## src/rtl/fwd_pkg.sv

```systemverilog
// Shared definitions for the forwarding / hazard controller.
//   RD_W       : register-index width carried in a tracker slot
//   SEL_*      : EX-stage forwarding mux select codes (2'b11 is never used)
//   state_t    : controller FSM states
//   slot_t     : destination-register tracker for one pipeline slot
package fwd_pkg;

  localparam int RD_W = 5;

  localparam logic [1:0] SEL_EX  = 2'b00;
  localparam logic [1:0] SEL_MEM = 2'b10;
  localparam logic [1:0] SEL_WB  = 2'b01;

  typedef enum logic [1:0] {
    RUN        = 2'd0,
    LOAD_STALL = 2'd1,
    FREEZE     = 2'd2
  } state_t;

  typedef struct packed {
    logic [RD_W-1:0] rd;
    logic            regwrite;
    logic            memread;
  } slot_t;

endpackage

```

## src/rtl/fwd_sel_calc.sv

```systemverilog
// Priority compare of one ID-stage source register against the producers
// that will sit in MEM and WB when this instruction reaches EX.
//   rs, rs_used          : source register index and "is read" flag
//   ex_rd, ex_regwrite   : current ID/EX producer (becomes MEM next cycle)
//   mem_rd, mem_regwrite : current EX/MEM producer (becomes WB next cycle)
//   sel                  : SEL_MEM / SEL_WB / SEL_EX (combinational)
module fwd_sel_calc
  import fwd_pkg::*;
#(
  parameter int REG_AW = RD_W
) (
  input  logic [REG_AW-1:0] rs,
  input  logic              rs_used,
  input  logic [REG_AW-1:0] ex_rd,
  input  logic              ex_regwrite,
  input  logic [REG_AW-1:0] mem_rd,
  input  logic              mem_regwrite,
  output logic [1:0]        sel
);

  // The youngest producer wins; x0 is never a forwarding source.
  always_comb begin
    sel = SEL_EX;
    if (rs_used && ex_regwrite && (ex_rd != '0) && (rs == ex_rd)) begin
      sel = SEL_MEM;
    end else if (rs_used && mem_regwrite && (mem_rd != '0) && (rs == mem_rd)) begin
      sel = SEL_WB;
    end
  end

endmodule

```

## src/rtl/fwd_hazard_ctrl.sv

```systemverilog
// Forwarding and hazard controller for a 5-stage pipeline.
// Tracks {rd, regwrite, memread} for the ID/EX, EX/MEM and MEM/WB slots,
// registers the EX-stage operand A/B forwarding selects, detects load-use
// hazards (stall + bubble), and honours memory freezes and branch flushes.
// Ports:
//   clk_i, rst_i                  : clock, asynchronous active-high reset
//   rs1_id_i/rs2_id_i, rs*_used_i : ID-stage sources and their use flags
//   rd_id_i, regwrite_id_i, memread_id_i : ID-stage destination info
//   flush_i                       : squash the ID instruction (branch taken)
//   mem_stall_i                   : freeze the whole pipeline
//   fwdA_sel_o, fwdB_sel_o        : registered forwarding mux selects
//   stall_o, bubble_o             : hold PC/IF-ID, load NOP into ID/EX
// Optional build macro FWD_STATS_EN adds saturating counters
//   stall_cnt_o, fwd_cnt_o, freeze_cnt_o.
module fwd_hazard_ctrl
  import fwd_pkg::*;
#(
  parameter int REG_AW = RD_W
) (
  input  logic              clk_i,
  input  logic              rst_i,
  input  logic [REG_AW-1:0] rs1_id_i,
  input  logic [REG_AW-1:0] rs2_id_i,
  input  logic              rs1_used_i,
  input  logic              rs2_used_i,
  input  logic [REG_AW-1:0] rd_id_i,
  input  logic              regwrite_id_i,
  input  logic              memread_id_i,
  input  logic              flush_i,
  input  logic              mem_stall_i,
  output logic [1:0]        fwdA_sel_o,
  output logic [1:0]        fwdB_sel_o,
  output logic              stall_o,
  output logic              bubble_o
`ifdef FWD_STATS_EN
  ,
  output logic [31:0]       stall_cnt_o,
  output logic [31:0]       fwd_cnt_o,
  output logic [31:0]       freeze_cnt_o
`endif
);

  state_t     state_q, state_d;
  slot_t      trk_p0, trk_p1, trk_p2;
  logic       load_use;
  logic       advance;
  logic       insert_bubble;
  logic [1:0] sel_a_calc, sel_b_calc;
  logic [1:0] sel_a_d, sel_b_d;

  // The MEM/WB slot completes the pipeline model but no decision reads it.
  logic unused_wb;
  assign unused_wb = ^trk_p2;

  assign load_use = trk_p0.memread && (trk_p0.rd != '0) &&
                    ((rs1_used_i && (rs1_id_i == trk_p0.rd)) ||
                     (rs2_used_i && (rs2_id_i == trk_p0.rd)));

  fwd_sel_calc #(.REG_AW(REG_AW)) u_sel_a (
    .rs           (rs1_id_i),
    .rs_used      (rs1_used_i),
    .ex_rd        (trk_p0.rd),
    .ex_regwrite  (trk_p0.regwrite),
    .mem_rd       (trk_p1.rd),
    .mem_regwrite (trk_p1.regwrite),
    .sel          (sel_a_calc)
  );

  fwd_sel_calc #(.REG_AW(REG_AW)) u_sel_b (
    .rs           (rs2_id_i),
    .rs_used      (rs2_used_i),
    .ex_rd        (trk_p0.rd),
    .ex_regwrite  (trk_p0.regwrite),
    .mem_rd       (trk_p1.rd),
    .mem_regwrite (trk_p1.regwrite),
    .sel          (sel_b_calc)
  );

  // Priority: memory freeze, then flush, then load-use hazard.
  always_comb begin
    stall_o       = 1'b0;
    bubble_o      = 1'b0;
    advance       = 1'b1;
    insert_bubble = 1'b0;
    if (mem_stall_i) begin
      stall_o = 1'b1;
      advance = 1'b0;
    end else if (flush_i) begin
      bubble_o      = 1'b1;
      insert_bubble = 1'b1;
    end else if (load_use) begin
      stall_o       = 1'b1;
      bubble_o      = 1'b1;
      insert_bubble = 1'b1;
    end
  end

  // A bubble entering ID/EX carries no operands, so nothing forwards to it.
  assign sel_a_d = insert_bubble ? SEL_EX : sel_a_calc;
  assign sel_b_d = insert_bubble ? SEL_EX : sel_b_calc;

  always_comb begin
    state_d = state_q;
    unique case (state_q)
      RUN: begin
        if (mem_stall_i)                 state_d = FREEZE;
        else if (load_use && !flush_i)   state_d = LOAD_STALL;
      end
      LOAD_STALL: state_d = mem_stall_i ? FREEZE : RUN;
      FREEZE:     state_d = mem_stall_i ? FREEZE : RUN;
      default:    state_d = RUN;
    endcase
  end

  always_ff @(posedge clk_i or posedge rst_i) begin
    if (rst_i) begin
      state_q <= RUN;
    end else begin
      state_q <= state_d;
    end
  end

  // ---- ID/EX -> EX/MEM -> MEM/WB tracker stages and EX-stage selects ----
  always_ff @(posedge clk_i or posedge rst_i) begin
    if (rst_i) begin
      trk_p0     <= '0;
      trk_p1     <= '0;
      trk_p2     <= '0;
      fwdA_sel_o <= SEL_EX;
      fwdB_sel_o <= SEL_EX;
    end else if (advance) begin
      trk_p2     <= trk_p1;
      trk_p1     <= trk_p0;
      trk_p0     <= insert_bubble ? slot_t'('0)
                                  : slot_t'{rd: rd_id_i, regwrite: regwrite_id_i,
                                            memread: memread_id_i};
      fwdA_sel_o <= sel_a_d;
      fwdB_sel_o <= sel_b_d;
    end
  end

`ifdef FWD_STATS_EN
  function automatic logic [31:0] sat_inc(input logic [31:0] v);
    return (v == 32'hFFFF_FFFF) ? v : v + 32'd1;
  endfunction

  always_ff @(posedge clk_i or posedge rst_i) begin
    if (rst_i) begin
      stall_cnt_o  <= '0;
      fwd_cnt_o    <= '0;
      freeze_cnt_o <= '0;
    end else begin
      if (!mem_stall_i && !flush_i && load_use) stall_cnt_o <= sat_inc(stall_cnt_o);
      if (advance && ((sel_a_d != SEL_EX) || (sel_b_d != SEL_EX)))
        fwd_cnt_o <= sat_inc(fwd_cnt_o);
      if (mem_stall_i) freeze_cnt_o <= sat_inc(freeze_cnt_o);
    end
  end
`endif

endmodule
```

## config.mk

```make
export PLATFORM = sky130hd
export DESIGN_NAME = fwd_hazard_ctrl
export DESIGN_NICKNAME = d
export VERILOG_FILES = /design/src/rtl/fwd_pkg.sv /design/src/rtl/fwd_sel_calc.sv /design/src/rtl/fwd_hazard_ctrl.sv
export SDC_FILE = /design/constraint.sdc
export NUM_CORES = 1
export LEC_CHECK = 0
export BUFFER_PORTS_ARGS = -buffer_cell sky130_fd_sc_hd__buf_2
export CELL_PAD_IN_SITES_DETAIL_PLACEMENT = 0
export CELL_PAD_IN_SITES_GLOBAL_PLACEMENT = 1
export CORE_MARGIN = 8
export CORE_UTILIZATION = 41
export CTS_BUF_LIST = sky130_fd_sc_hd__clkbuf_16
export CTS_CLUSTER_SIZE = 24
export DETAILED_ROUTE_END_ITERATION = 16
export PLACE_DENSITY_LB_ADDON = 0.1
export RECOVER_POWER = 100
export SLEW_MARGIN = 30
export SYNTH_ARGS = -nofsm -noshare
export SYNTH_HDL_FRONTEND = slang
export SYNTH_SLANG_ARGS = --single-unit
```

## constraint.sdc

```tcl
create_clock -name clk_i -period 2.9 [get_ports clk_i]
set_input_delay 0.145 -clock clk_i [delete_from_list [all_inputs] [get_ports clk_i]]
set_output_delay 0.145 -clock clk_i [all_outputs]
set_load 0.01 [all_outputs]
```

==> key figures, run 1 <==
Run status
  • Result of the run: finished, violations left
  • Failing checks: hold timing

Place
  • Post-placement setup slack: 0.935 ns
  • Placer congestion estimate: 0.779
  • Cell count after placement: 149
  • Post-detail-place hpwl: 1830 µm
  • Port-buffer cells: 28

Layout
  • Fillers: 247
  • Most common cell after layout, fill and taps aside: buf_2
  • Diode insertion count for antenna repair: 0
  • Layout cells sized above 1: 26.8%
  • Core utilization of the finished layout: 51.6%
  • Top library cells by usage in the layout, fill and taps aside: buf_2, dfrtp_1, xor2_1
  • Relative area change from synthesis to final layout: 23.7%
  • Fin cells: 153
  • Fin nets: 147

Logic synthesis
  • Number of different library cells in the post-synthesis netlist: 26
  • Number of warnings reported in the yosys synthesis log: 0
  • Average cell area after synthesis: 10.7 µm²
  • Portion of the post-synthesis area used by sequential elements: 42.7%
  • Post-synthesis sequential element count: 17
  • Synth Net Count: 116
  • Cell area after technology mapping: 996 µm²
  • Instance count of the mapped netlist: 93

Clocking
  • Clk slew on worst S/H paths: 0.06 ns
  • Post-CTS setup buffer count: 0
  • Insertion delay of the later-clocked pin in the worst-skew pair: 0.25 ns
  • Longest Clk Path Bufs: 2
  • TritonCTS Buffers: 3
  • Clock sinks: 17
  • Post-cts resize count: 0
  • Quantity of hold-fixing buffers added after cts: 0
  • TritonCTS clock tree: done
  • Buffer type at the clock tree root: clkbuf_16
  • Number of H-tree levels: 1

Global routing
  • Final global-route overflow total: 0
  • Met2 usage: 18.7%
  • Vias in the first global route: 839
  • First-pass GRT wire length: 4230 µm
  • Maximum number of pins on one net before global-route repair: 24
  • Initial antenna violation count: 0
  • Total global routing track utilization: 12.4%
  • GR Util met3: 3.91%
  • GR Layer Usage met1: 15.6%
  • Most congested layer reported by global routing: met2

Timing
  • Final worst setup slack: 0.644 ns
  • Setup TNS: 0 ns
  • Final Skew: 0.00589 ns
  • Actual slew at the worst max-slew pin: 1.18 ns
  • Unrepaired setup endpoints after global routing: false
  • WHS: -0.0168 ns
  • Highest achievable clock rate: 443 MHz
  • Final period demand of the worst path: 2.26 ns
  • Period Utilization, post-route: 77.8%
  • Worst max-slew margin expressed relative to the limit: 21.6%
  • Final slew viol count: 0
  • Final number of setup-violating endpoints: 0
  • Final hold viol count: 17

Flow run
  • Number of max-capacitance violations reported: 0

Critical path
  • Endpoint of the most critical register-to-register path: fwdB_sel_o[0]
  • Worst reg2reg path depth: 5
  • Crit path arrival time: 2.11 ns
  • Element type at the critical path end: output pin
  • Max FO, Critical Path: 10
  • Stages on the worst setup path: 6
  • Startpoint of the worst-slack reg-to-reg timing path: trk_p0[2]
  • Flop-to-flop setup slack: 1.08 ns
  • Highest-delay cell along the critical path: dfrtp_1
  • Startpoint Class: flip-flop
  • Critical path class: flip-flop to output pin
  • Critical-path cell list: xor2_1 -> nor4_2 -> nand3_1 -> a21oi_4 -> or2_1 -> clkbuf_1
  • Biggest cell delay along the critical path: 0.44 ns
  • Data required, critical path: 2.76 ns
  • Combined buffer and inverter count along the critical path: 1
  • Crit path max-delay family: simple AND/OR/NAND/NOR gates

Routing
  • Routed wirelength normalized by instance count: 16.1 µm
  • Routed Wire Length: 2460 µm
  • Length of the first detailed-routing pass in iterations: 4
  • Via count: 797
  • Iteration-0 DRC Markers: 16
  • Vias per cell: 5.21
  • DRC: 0
  • Final ANT Viol Nets: 0

Die
  • FP Rows: 18
  • Initial standard-cell utilization of the core: 41.7%
  • Area enclosed by the die boundary: 4260 µm²
  • Die width: 65.3 µm
  • Number of I/O pins: 29
  • Core Area: 2390 µm²
  • Die H: 65.3 µm

Power and ir drop
  • Worst ir drop on vdd: 0.339 mV
  • Power per cell area: 553 nW/µm²
  • Leak Pwr: 0.591 nW

Min path
  • Hold crit path type: primary input to async pin
state kept, by name (all words and copies together) (netlist names):
signal,count
fwdA_sel_o,2
trk_p0,7
trk_p1,6
fwdB_sel_o,2
per-layer routing:
| layer | up-vias | wire length (µm) |
|---|---|---|
| li1 | 394 | - |
| met1 | 373 | 1140 |
| met2 | 26 | 1140 |
| met3 | 4 | 158 |
| met4 | 0 | 27 |
| met5 | - | 0 |
layout make-up:
type                       instances  area, µm²  area share, %
timing repair buffer              28        131           10.7
tap                               30       37.5           3.05
sequential                        17        425           34.5
clock inverter                     1       5.00          0.406
multi-input combinational         72        551           44.7
inverter                           2       7.51          0.609
clock buffer                       3       75.1           6.09
kinds of logic (layout without fill, tap and decap cells):
group | Yosys count | in the layout | synth area share, %
AO/OA/AOI/OAI | 8 | 8 | 7.16
flip-flops | 17 | 17 | 42.7
AND/OR/NAND/NOR | 31 | 31 | 17.2
XOR/XNOR | 20 | 20 | 17.6
buffers and inverters | 4 | 34 | 1.51
multiplexers | 13 | 13 | 13.8
how the worst max path moves through the flow:
stage                           to  slack [ns]      start
after floorplan           bubble_o        1.29  trk_p0[2]
after global placement    bubble_o        0.95  trk_p0[2]
after detailed placement  bubble_o        0.94  trk_p0[4]
after CTS                 bubble_o        0.65  trk_p0[4]
after global routing      bubble_o        0.46  trk_p0[4]
final                     bubble_o        0.64  trk_p0[2]
metrics by stage:
step           cell area, µm²  hold slack (ns)  power (mW)
6_report                 1230          -0.0168       0.681
5_1_grt                  1230           0.0547       0.716
4_1_cts                  1250          0.00695       0.690
3_5_place_dp             1170            0.270       0.408
3_3_place_gp             1170            0.261       0.407
2_1_floorplan             996           0.0711       0.365
power by group:
group          switching [mW]  internal [mW]  total (mW)
registers              0.0304          0.259       0.289
logic                  0.0555         0.0586       0.114
clock network          0.0934          0.185       0.278
worst register-to-register path, stage by stage (launching register included):
cell and delay, ns:
dfrtp_1 0.44, xor2_1 0.19, nor4_2 0.32, nand3_1 0.26, a21oi_4 0.35, a211oi_1 0.10
Yosys cell counts:
cell type	count	area (µm²)
or2_1	1	6.26
o31ai_1	2	15.0
nand3_2	1	10.0
a211oi_1	2	15.0
or3_1	1	6.26
nor3b_1	1	7.51
nor4_1	3	18.8
xor2_1	16	140
nand2_1	7	26.3
or4_1	1	7.51
o211ai_1	2	15.0
and3_1	2	12.5
buf_1	1	3.75
nor3_1	8	40.0
clkbuf_1	1	3.75
nor4_2	1	12.5
dfrtp_1	17	425
nand3b_1	1	7.51
nand3_1	1	5.00
inv_1	2	7.51
xnor2_1	4	35.0
nor2_1	3	11.3
mux2_2	6	67.6
a21oi_4	1	16.3
mux2i_1	7	70.1
a41o_1	1	10.0
Note: power is estimated with default switching activity, not from simulation.
==> inputs of run 2 (changes only) <==
--- a/config.mk
+++ b/config.mk
@@ -9,7 +9,7 @@
 export CELL_PAD_IN_SITES_DETAIL_PLACEMENT = 0
 export CELL_PAD_IN_SITES_GLOBAL_PLACEMENT = 1
 export CORE_MARGIN = 8
-export CORE_UTILIZATION = 41
+export CORE_UTILIZATION = 34
 export CTS_BUF_LIST = sky130_fd_sc_hd__clkbuf_16
 export CTS_CLUSTER_SIZE = 24
 export DETAILED_ROUTE_END_ITERATION = 16
==> constraint.sdc (replaced) <==
create_clock -name clk_i -period 2 [get_ports clk_i]
set_input_delay 0.1 -clock clk_i [delete_from_list [all_inputs] [get_ports clk_i]]
set_output_delay 0.1 -clock clk_i [all_outputs]
set_load 0.01 [all_outputs]
==> key figures, run 2 (synthesis gave the netlist of run 1 again) <==
Clocking
  • Clk slew on worst S/H paths: 0.05 ns (about the same)
  • TritonCTS Buffers: 3 (unchanged)
  • TritonCTS clock tree: done
  • Buffer type at the clock tree root: clkbuf_16
  • Number of H-tree levels: 1 (unchanged)
  • Longest Clk Path Bufs: 2 (unchanged)
  • Clock sinks: 17 (unchanged)
  • Insertion delay of the later-clocked pin in the worst-skew pair: 0.24 ns (about the same)

Place
  • Port-buffer cells: 28 (unchanged)
  • Post-detail-place hpwl: 1890 µm (+3.2%)
  • Placer congestion estimate: 0.740 (-5.1%)
  • Cell count after placement: 152 (+2.0%)

Routing
  • Iteration-0 DRC Markers: 44 (+28)
  • Length of the first detailed-routing pass in iterations: 4 (unchanged)
  • Routed wirelength normalized by instance count: 15.5 µm (-3.8%)
  • Via count: 801 (+0.50%)
  • DRC: 0 (unchanged)
  • Routed Wire Length: 2450 µm (-0.61%)
  • Final ANT Viol Nets: 0 (unchanged)
  • Vias per cell: 5.07 (-2.7%)

Timing
  • Actual slew at the worst max-slew pin: 0.671 ns (-0.505 ns)
  • Final period demand of the worst path: 1.94 ns
  • WHS: 0.147 ns (+0.164 ns)
  • Worst max-slew margin expressed relative to the limit: 55.2% (+34 points)
  • Highest achievable clock rate: 514 MHz
  • Period Utilization, post-route: 97.2%
  • Setup TNS: 0 ns (unchanged)
  • Final hold viol count: 0 (-17)
  • Final slew viol count: 0 (unchanged)
  • Final Skew: 0.000682 ns (-0.00521 ns)
  • Final number of setup-violating endpoints: 0 (unchanged)
  • Unrepaired setup endpoints after global routing: true

Flow run
  • Number of max-capacitance violations reported: 0 (unchanged)

Layout
  • Most common cell after layout, fill and taps aside: buf_2
  • Largest registers: trk_p0: 7 flops, trk_p1: 6 flops
  • Most flops, register: trk_p0
  • Diode insertion count for antenna repair: 0 (unchanged)
  • Relative area change from synthesis to final layout: 29.5%
  • Top library cells by usage in the layout, fill and taps aside: buf_2, xor2_1, dfrtp_1
  • Fin nets: 151 (+2.7%)
  • Number of flip-flops in the largest register: 7 (unchanged)
  • Fin cells: 158 (+3.3%)
  • Layout cells sized above 1: 37.0% (+10 points)

Die
  • Core Area: 2780 µm² (+17%)
  • Die width: 70.1 µm (+7.4%)
  • Die H: 70.1 µm (+7.4%)
  • Number of I/O pins: 29 (unchanged)
  • FP Rows: 19 (+1)
  • Area enclosed by the die boundary: 4920 µm² (+15%)
  • Initial standard-cell utilization of the core: 35.8% (-5.9 points)

Critical path
  • Max FO, Critical Path: 5 (-5)
  • Crit path arrival time: 1.84 ns (-0.27 ns)
  • Data required, critical path: 1.90 ns (-0.86 ns)
  • Startpoint Class: flip-flop
  • Flop-to-flop setup slack: 0.16 ns (-0.92 ns)
  • Critical path class: flip-flop to output pin
  • Element type at the critical path end: output pin

Power and ir drop
  • Worst ir drop on vdd: 0.377 mV (+11%)
  • Leak Pwr: 0.636 nW (+7.6%)
  • Power per cell area: 766 nW/µm² (+39%)
  • Total power draw: 988 µW (+45%)

Global routing
  • Vias in the first global route: 814 (-3.0%)
  • Maximum number of pins on one net before global-route repair: 24 (unchanged)
  • First-pass GRT wire length: 4190 µm (-0.97%)
  • Initial antenna violation count: 0 (unchanged)
  • Final global-route overflow total: 0 (unchanged)
  • Total global routing track utilization: 10.1% (-2.4 points)

Run status
  • Result of the run: finished clean

Min path
  • Hold crit path type: primary input to flip-flop
==> run 2: cell count changes in the layout (fill, tap and decap cells not counted), moves of 2 or more <==
cell	change
buf_4	+3
dfrtp_2	+2
dfrtp_1	-2
buf_2	+7
clkbuf_1	-7
==> run 2: what timing repair did <==
action / 4_1_cts / 5_1_grt
pin swaps: 1 / 6
hold endpoints to repair: 17 / 0
gates resized for setup: 0 / 3
setup buffers: 1 / 0
endpoints found under the setup margin: 1 / 5
hold buffers: 1 / 0
==> run 2: final cells by class <==
type	instances	area (µm²)
Fill cell	272	1490
Multi-Input combinational cell	72	563
Sequential cell	17	428
Timing Repair Buffer	32	173
Clock buffer	3	75.1
Tap cell	31	38.8
Inverter	2	7.51
Clock inverter	1	5.00
==> run 2: per-layer routing <==
| metal | wire, µm | global-route usage, % | up-vias | part of all wire, % |
|---|---|---|---|---|
| li1 | - | - | 398 | - |
| met1 | 1260 | 14.3 | 379 | 51 |
| met2 | 1010 | 13.6 | 22 | 41 |
| met3 | 166 | 3.39 | 2 | 6.8 |
| met4 | 16 | 3.35 | 0 | 0.65 |
| met5 | 0 | 0 | - | 0 |
==> run 2: where the power goes <==
group          switching, mW  leakage, nW  total, mW  internal, mW
Clock                  0.131       0.0409      0.398         0.267
Sequential            0.0415        0.218      0.417         0.376
Combinational         0.0824        0.377      0.173        0.0905
Total                  0.255        0.636      0.988         0.734
==> run 2: worst max-delay path, cell delays in order (launching register included) <==
cell and delay (ns):
dfrtp_2 0.45, xor2_2 0.16, nor4_2 0.34, nand3_2 0.20
a21oi_4 0.21, or2_1 0.11, buf_2 0.12
==> run 2: path summary, 6_finish.rpt <==
kind,cells past startpoint,from,to
max in group asynchronous,3,rst_i,trk_p0[4]
worst max-delay path,6,trk_p0[4],bubble_o
worst min-delay path,3,regwrite_id_i,trk_p0[1]
worst max register to register,7,trk_p0[4],trk_p0[5]
worst min register to register,2,fwdB_sel_o[1],fwdB_sel_o[1]
min in group asynchronous,3,rst_i,trk_p0[2]
==> run 2: through the flow <==
stage	worst slack, ns	area (µm²)	util, %
global placement	0.116	1180	42.5
finish	0.0559	1290	46.4
floorplan	0.439	996	-
CTS	0.00433	1280	46.0
detailed placement	0.136	1180	42.5
global route	-0.0698	1290	46.4
